**src/rtl/mem_arbiter_if.sv**
```systemverilog
// mem_arbiter_if: bundle of every non-clock signal around the RAM port arbiter.
//   icache side : iREN, iaddr -> arbiter ; iwait, iload <- arbiter
//   dcache side : dREN, dWEN, daddr, dstore -> arbiter ; dwait, dload <- arbiter
//   RAM side    : ramREN, ramWEN, ramaddr, ramstore <- arbiter ; ramload, ramstate -> arbiter
//   status      : err_timeout (watchdog pulse), dbg_state, dbg_wcnt (FSM visibility)
// Modports: slave = the arbiter itself, master = the environment (caches + RAM model).
//
// Handshake: a requester holds its enable(s) and address/data stable while its
// wait output is 1; a word is transferred in exactly the cycle where the wait
// output is 0 (the granted requester's enable is high and ramstate == ACCESS),
// and the matching load output is only meaningful in that cycle.
// dbg_state encoding: 0 = IDLE, 1 = IGRANT, 2 = DGRANT.
interface mem_arbiter_if;
  logic        iREN;
  logic [31:0] iaddr;
  logic        iwait;
  logic [31:0] iload;
  logic        dREN;
  logic        dWEN;
  logic [31:0] daddr;
  logic [31:0] dstore;
  logic        dwait;
  logic [31:0] dload;
  logic        ramREN;
  logic        ramWEN;
  logic [31:0] ramaddr;
  logic [31:0] ramstore;
  logic [31:0] ramload;
  logic [1:0]  ramstate;
  logic        err_timeout;
  logic [1:0]  dbg_state;
  logic [3:0]  dbg_wcnt;

  modport slave (
    input  iREN, iaddr, dREN, dWEN, daddr, dstore, ramload, ramstate,
    output iwait, iload, dwait, dload, ramREN, ramWEN, ramaddr, ramstore,
           err_timeout, dbg_state, dbg_wcnt
  );

  modport master (
    output iREN, iaddr, dREN, dWEN, daddr, dstore, ramload, ramstate,
    input  iwait, iload, dwait, dload, ramREN, ramWEN, ramaddr, ramstore,
           err_timeout, dbg_state, dbg_wcnt
  );
endinterface

```
**src/rtl/mem_arbiter.sv**
```systemverilog
// mem_arbiter: shares one RAM port between the instruction cache (single-word
// reads) and the data cache (BURST_LEN-word block reads/writes). The data cache
// has priority, but after a completed data burst with the icache waiting, the
// icache goes first (ifirst). A data grant is held for the whole burst.
// Ports:
//   CLK  - clock, rising edge
//   RST  - synchronous active-high reset
//   bus  - mem_arbiter_if.slave: cache requests/stalls/loads, RAM control,
//          err_timeout watchdog pulse and FSM debug state/word count.
// Parameters: BURST_LEN (1..8) words per data grant; MAX_WAIT stall cycles
// tolerated per word before err_timeout pulses.
module mem_arbiter #(
  parameter int BURST_LEN = 2,
  parameter int MAX_WAIT  = 255
) (
  input  logic          CLK,
  input  logic          RST,
  mem_arbiter_if.slave  bus
);
  localparam int WCNT_W = $clog2(BURST_LEN + 1);
  localparam int WAIT_W = $clog2(MAX_WAIT + 1);
  localparam logic [1:0]        RAM_ACCESS = 2'b10;
  localparam logic [WCNT_W-1:0] BURST_LAST = WCNT_W'(BURST_LEN - 1);
  localparam logic [WAIT_W-1:0] WAIT_LIMIT = WAIT_W'(MAX_WAIT);

  typedef enum logic [1:0] {
    IDLE   = 2'd0,
    IGRANT = 2'd1,
    DGRANT = 2'd2
  } state_e;

  state_e              state_q, state_d;
  logic [WCNT_W-1:0]   wcnt_q, wcnt_d;
  logic                ifirst_q, ifirst_d;
  logic [WAIT_W-1:0]   wait_q, wait_d;
  logic                err_q, err_d;
  logic                access;

  assign access = (bus.ramstate == RAM_ACCESS);

  always_ff @(posedge CLK) begin
    if (RST) begin
      state_q  <= IDLE;
      wcnt_q   <= '0;
      ifirst_q <= 1'b0;
      wait_q   <= '0;
      err_q    <= 1'b0;
    end else begin
      state_q  <= state_d;
      wcnt_q   <= wcnt_d;
      ifirst_q <= ifirst_d;
      wait_q   <= wait_d;
      err_q    <= err_d;
    end
  end

  always_comb begin
    state_d      = state_q;
    wcnt_d       = wcnt_q;
    ifirst_d     = ifirst_q;
    bus.iwait    = 1'b1;
    bus.dwait    = 1'b1;
    bus.iload    = '0;
    bus.dload    = '0;
    bus.ramREN   = 1'b0;
    bus.ramWEN   = 1'b0;
    bus.ramaddr  = '0;
    bus.ramstore = '0;

    case (state_q)
      IDLE: begin
        if ((bus.dREN || bus.dWEN) && (!ifirst_q || !bus.iREN)) state_d = DGRANT;
        else if (bus.iREN)                                      state_d = IGRANT;
      end
      IGRANT: begin
        bus.iload = bus.ramload;
        if (bus.iREN) begin
          bus.ramREN  = 1'b1;
          bus.ramaddr = bus.iaddr;
          if (access) begin
            bus.iwait = 1'b0;
            state_d   = IDLE;
            ifirst_d  = 1'b0;
          end
        end else begin
          // Requester withdrew: release the port without completing a word.
          state_d = IDLE;
        end
      end
      DGRANT: begin
        bus.dload = bus.ramload;
        if (bus.dWEN) begin
          bus.ramWEN   = 1'b1;
          bus.ramaddr  = bus.daddr;
          bus.ramstore = bus.dstore;
        end else if (bus.dREN) begin
          bus.ramREN  = 1'b1;
          bus.ramaddr = bus.daddr;
        end
        if (bus.dREN || bus.dWEN) begin
          if (access) begin
            bus.dwait = 1'b0;
            // Last word of the block: hand the next slot to a waiting icache.
            if (wcnt_q == BURST_LAST) begin
              state_d  = IDLE;
              wcnt_d   = '0;
              ifirst_d = bus.iREN;
            end else begin
              wcnt_d = wcnt_q + 1'b1;
            end
          end
        end else begin
          state_d = IDLE;
          wcnt_d  = '0;
        end
      end
      default: begin
        state_d = IDLE;
        wcnt_d  = '0;
      end
    endcase
  end

  // Watchdog: counts stalled granted cycles; the pulse is registered so it
  // lands in the cycle after the count reaches MAX_WAIT. The grant is kept.
  always_comb begin
    wait_d = wait_q;
    err_d  = 1'b0;
    if (state_q == IDLE || access) begin
      wait_d = '0;
    end else if ((wait_q + 1'b1) == WAIT_LIMIT) begin
      wait_d = '0;
      err_d  = 1'b1;
    end else begin
      wait_d = wait_q + 1'b1;
    end
  end

  assign bus.err_timeout = err_q;
  assign bus.dbg_state   = state_q;
  assign bus.dbg_wcnt    = 4'(wcnt_q);
endmodule

```
**src/flat_wrapper.sv**
```systemverilog
// flat-port wrapper written by rule: the top's interface ports become plain ports
module mem_arbiter_flat 
#(
  parameter int BURST_LEN = 2,
  parameter int MAX_WAIT  = 255
)
  (CLK, RST, bus_iREN, bus_iaddr, bus_dREN, bus_dWEN, bus_daddr, bus_dstore, bus_ramload, bus_ramstate, bus_iwait, bus_iload, bus_dwait, bus_dload, bus_ramREN, bus_ramWEN, bus_ramaddr, bus_ramstore, bus_err_timeout, bus_dbg_state, bus_dbg_wcnt);
  mem_arbiter_if bus_i ();
  input  logic CLK;
  input  logic RST;
  input wire logic [$bits(bus_i.iREN)-1:0] bus_iREN;
  input wire logic [$bits(bus_i.iaddr)-1:0] bus_iaddr;
  input wire logic [$bits(bus_i.dREN)-1:0] bus_dREN;
  input wire logic [$bits(bus_i.dWEN)-1:0] bus_dWEN;
  input wire logic [$bits(bus_i.daddr)-1:0] bus_daddr;
  input wire logic [$bits(bus_i.dstore)-1:0] bus_dstore;
  input wire logic [$bits(bus_i.ramload)-1:0] bus_ramload;
  input wire logic [$bits(bus_i.ramstate)-1:0] bus_ramstate;
  output wire logic [$bits(bus_i.iwait)-1:0] bus_iwait;
  output wire logic [$bits(bus_i.iload)-1:0] bus_iload;
  output wire logic [$bits(bus_i.dwait)-1:0] bus_dwait;
  output wire logic [$bits(bus_i.dload)-1:0] bus_dload;
  output wire logic [$bits(bus_i.ramREN)-1:0] bus_ramREN;
  output wire logic [$bits(bus_i.ramWEN)-1:0] bus_ramWEN;
  output wire logic [$bits(bus_i.ramaddr)-1:0] bus_ramaddr;
  output wire logic [$bits(bus_i.ramstore)-1:0] bus_ramstore;
  output wire logic [$bits(bus_i.err_timeout)-1:0] bus_err_timeout;
  output wire logic [$bits(bus_i.dbg_state)-1:0] bus_dbg_state;
  output wire logic [$bits(bus_i.dbg_wcnt)-1:0] bus_dbg_wcnt;
  assign bus_i.iREN = bus_iREN;
  assign bus_i.iaddr = bus_iaddr;
  assign bus_i.dREN = bus_dREN;
  assign bus_i.dWEN = bus_dWEN;
  assign bus_i.daddr = bus_daddr;
  assign bus_i.dstore = bus_dstore;
  assign bus_i.ramload = bus_ramload;
  assign bus_i.ramstate = bus_ramstate;
  assign bus_iwait = bus_i.iwait;
  assign bus_iload = bus_i.iload;
  assign bus_dwait = bus_i.dwait;
  assign bus_dload = bus_i.dload;
  assign bus_ramREN = bus_i.ramREN;
  assign bus_ramWEN = bus_i.ramWEN;
  assign bus_ramaddr = bus_i.ramaddr;
  assign bus_ramstore = bus_i.ramstore;
  assign bus_err_timeout = bus_i.err_timeout;
  assign bus_dbg_state = bus_i.dbg_state;
  assign bus_dbg_wcnt = bus_i.dbg_wcnt;
  mem_arbiter #(.BURST_LEN(BURST_LEN), .MAX_WAIT(MAX_WAIT)) u_core (.CLK(CLK), .RST(RST), .bus(bus_i));
endmodule
```
**config.mk**
```make
export PLATFORM = sky130hd
export DESIGN_NAME = mem_arbiter_flat
export DESIGN_NICKNAME = d
export VERILOG_FILES = /design/src/rtl/mem_arbiter_if.sv /design/src/rtl/mem_arbiter.sv /design/src/flat_wrapper.sv
export SDC_FILE = /design/constraint.sdc
export NUM_CORES = 1
export LEC_CHECK = 0
export CAP_MARGIN = 20
export CORE_AREA = 8 8 101 103
export DETAILED_ROUTE_END_ITERATION = 10
export DIE_AREA = 0 0 109 111
export PLACE_DENSITY = 0.77
export RECOVER_POWER = 25
export SLEW_MARGIN = 20
export SYNTH_ARGS = -nofsm -noshare
export SYNTH_HDL_FRONTEND = slang
export SYNTH_SLANG_ARGS = --single-unit
```
**constraint.sdc**
```tcl
create_clock -name CLK -period 5.9 [get_ports CLK]
set_clock_uncertainty 0.1 [all_clocks]
set_input_delay 1.18 -clock CLK [delete_from_list [all_inputs] [get_ports CLK]]
set_output_delay 1.18 -clock CLK [all_outputs]
set_load 0.1 [all_outputs]
```
==> results of run 1 <==
[per-stage QoR]
stage / util, % / power (W) / std cells
5_1_grt: 52.7 / 0.000944 / 637
3_5_place_dp: 53.0 / 0.000829 / 633
3_3_place_gp: 53.0 / 0.000825 / 633
4_1_cts: 53.6 / 0.000923 / 637
2_1_floorplan: - / 0.000613 / 277
6_report: 52.7 / 0.000909 / 637
[final timing paths]
check | end | startpoint | slack, ns
max reg2reg | u_core.wcnt_q[0] | u_core.bus.dbg_state[0] | 3.16
min | u_core.wait_q[0] | u_core.wait_q[0] | 0.38
min reg2reg | u_core.wait_q[0] | u_core.wait_q[0] | 0.38
max | bus_ramaddr[19] | bus_dWEN | 0.81
[power by group through the flow]
stage / registers (W) / logic [W] / clock network [W]
3_5_place_dp: 0.000102 / 0.000727 / 0
6_report: 0.000100 / 0.000717 / 0.0000918
5_1_grt: 0.000100 / 0.000743 / 0.000101
3_3_place_gp: 0.000102 / 0.000722 / 0
4_1_cts: 0.000100 / 0.000728 / 0.0000952
2_1_floorplan: 0.000114 / 0.000499 / 0
[per-layer routing]
layer / track usage, % / routed length, um / vias to the layer above
li1: - / - / 1449
met3: 4.53 / 1090 / 28
met4: 5.75 / 359 / 0
met1: 18.3 / 4210 / 1248
met5: 0 / 0 / -
met2: 35.0 / 6620 / 132
[registers in the layout, summed over array words and instances (netlist names)]
name	cells
u_core.wcnt_q	2
u_core.bus.err_timeout	1
u_core.bus.dbg_state	2
u_core.wait_q	8
u_core.ifirst_q	1
[cell type report]
type	count	area, um^2
Multi-Input combinational cell	231	1510
Inverter	5	18.8
Clock buffer	4	55.1
Tap cell	108	135
Timing Repair Buffer	275	2510
Fill cell	812	4040
Sequential cell	14	280
[cell families after synthesis]
group           after synthesis  share of synthesized area (%)
compound gates               45                           17.5
xor+xnor                      6                           3.70
fa+ha+maj                     5                           3.25
buf+inv                      32                           6.89
flops                        14                           14.6
other cells                   1                          0.195
simple gates                173                           53.9
[critical path: stages]
cell and delay [ns]:
clkdlybuf4s50_1 0.45, clkbuf_1 0.84, nor2_1 0.21, nor2b_2 0.16, buf_4 0.33, a22oi_1 0.16, nor2b_1 0.16, buf_4 0.31
[layout by cell type (no fill, tap or decap), drive strengths merged]
| cell type | count |
|---|---|
| o21a | 1 |
| nor4 | 1 |
| ha | 5 |
| nand2 | 5 |
| buf | 53 |
| clkbuf | 22 |
| a22oi | 32 |
| dfxtp | 14 |
| nor2b | 34 |
| nand2b | 2 |
| clkdlybuf4s50 | 198 |
| nor2 | 16 |
| nand3 | 6 |
| dlygate4sd3 | 6 |
| or3 | 2 |
| and3 | 32 |
| nor3b | 2 |
| or4 | 1 |
| a32oi | 1 |
| nand3b | 2 |
| o31ai | 3 |
| inv | 5 |
| xnor2 | 3 |
| conb | 2 |
| o221ai | 1 |
| xor2 | 3 |
| and4 | 1 |
| nor3 | 4 |
| a21oi | 6 |
| and2 | 65 |
| o21ai | 1 |
==> impl_metrics.env, run 1 <==
export IMPL_p_sw_w=0.000548
export IMPL_setup_viol=0
export IMPL_ant_nets=0
export IMPL_finalSetupTns_ns=0
export IMPL_syn_cell_area_mm2=0.00193
export IMPL_nets=670
export IMPL_wl_mm=12.3
export IMPL_cts_hold_buf=0
export IMPL_power_share_clock_pct=10.1
export IMPL_cts_clk_slew_worst_paths_ns=0.05
export IMPL_fmax_mhz=197
export IMPL_p_leak_nw=1.81
export IMPL_preCtsSetupSlack_ns=1.17
export IMPL_slew_headroom_pct=20.4
export IMPL_layout_drive_gt1_share_pct=12.3
export IMPL_initial_utilization_pct=22.5
export IMPL_cts_buffers=3
export IMPL_die_y_um=111
export IMPL_yosysUniqueCellTypes=35
export IMPL_fin_crit_sh_pct=86.2
export IMPL_report_final_slew_viol_count=0
export IMPL_synth_seq_cells=14
export IMPL_placeableCoreArea_mm2=0.00855
export IMPL_syn_area_per_cell_um2=6.98
export IMPL_root_buffer="clkbuf_8"
export IMPL_maxCapViolCount=0
export IMPL_num_antenna_cells=0
export IMPL_routed_via_density=4.49
export IMPL_worstMarginPinSlew_ns=1.20
export IMPL_synth_top_area_cell="and2_1"
export IMPL_grt_pass1_wl_mm=17.3
export IMPL_setup_ws_ns=0.813
export IMPL_power_frac_seq_pct=11.0
export IMPL_rows=34
export IMPL_final_area_mm2=0.00451
export IMPL_synth_top_area_share_pct=21.1
export IMPL_async_flop_share_pct=0
export IMPL_synth_edff_count=0
export IMPL_comb_power_share_pct=78.9
export IMPL_arrival_ns=3.81
export IMPL_area_delta_synth_final_pct=134
export IMPL_ys_warn_count=0
export IMPL_place_area_mm2=0.00453
export IMPL_place_gp_congestion=0.789
export IMPL_peakVddDrop_mv=0.124
export IMPL_switching_share_pct=60.3
export IMPL_synth_most_common_cell="and2_1"
export IMPL_finalHoldWorstSlack_ns=0.382
export IMPL_track_usage_pct=18.2
export IMPL_syn_instance_count=276
export IMPL_synth_area_leaders="and2_1 21%, dfxtp_1 15%, a22oi_1 12%"
export IMPL_die_area_mm2=0.0121
export IMPL_power_density_mw_per_mm2=202
export IMPL_cts_repair_resized=0
export IMPL_port_buffers=271
export IMPL_grt_pass1_vias=2746
export IMPL_whs_path_depth=1
export IMPL_grt_max_degree=43
export IMPL_dr_pass1_iters=4
export IMPL_antenna_found_initial=0
export IMPL_htreeDepth=1
export IMPL_grt_overflow_total=0
export IMPL_dr_total_vias=2857
export IMPL_start_kind="input port"
export IMPL_crit_required_ns=4.62
export IMPL_dp_hpwl_mm=10.4
export IMPL_drtIter0Drc=151
export IMPL_cts_tree="built"
export IMPL_clk_path_buf_depth=2
export IMPL_post_drt_wl_per_cell_um=19.3
export IMPL_hp_class="reg2reg"
export IMPL_rsz0062_at_grt="no"
export IMPL_worstSetupPathType="in2out"
export IMPL_rr_worst_depth=8
export IMPL_crit_fanout=36
export IMPL_drt_drc_violations_left=0
export IMPL_cts_setup_buffers=0
export IMPL_clock_sinks=14
export IMPL_min_period_ns=5.09
export IMPL_p_int_w=0.000361
export IMPL_hold_violations=0
export IMPL_end_kind="primary output"
export IMPL_synthFlopType="dfxtp_1"
export IMPL_yosysSeqAreaShare_pct=14.6
export IMPL_ioPinCount=274
export IMPL_worstSkewPairLatency_ns=0.24
export IMPL_status="completed"
export IMPL_die_w_um=109
export IMPL_synthTopCellsByCount="65 x and2_1, 34 x nor2b_1, 32 x a22oi_1, 32 x and3_1, 21 x clkbuf_1"
Note: power is estimated with default switching activity, not from simulation.
==> inputs of run 2 (changes only) <==
--- a/config.mk
+++ b/config.mk
@@ -5,6 +5,7 @@
 export SDC_FILE = /design/constraint.sdc
 export NUM_CORES = 1
 export LEC_CHECK = 0
+export ABC_CLOCK_PERIOD_IN_PS = 5900
 export CAP_MARGIN = 20
 export CORE_AREA = 8 8 101 103
 export DETAILED_ROUTE_END_ITERATION = 10
==> results of run 2 <==
Same layout as run 1: the final DEF is identical, and so are final timing and power.
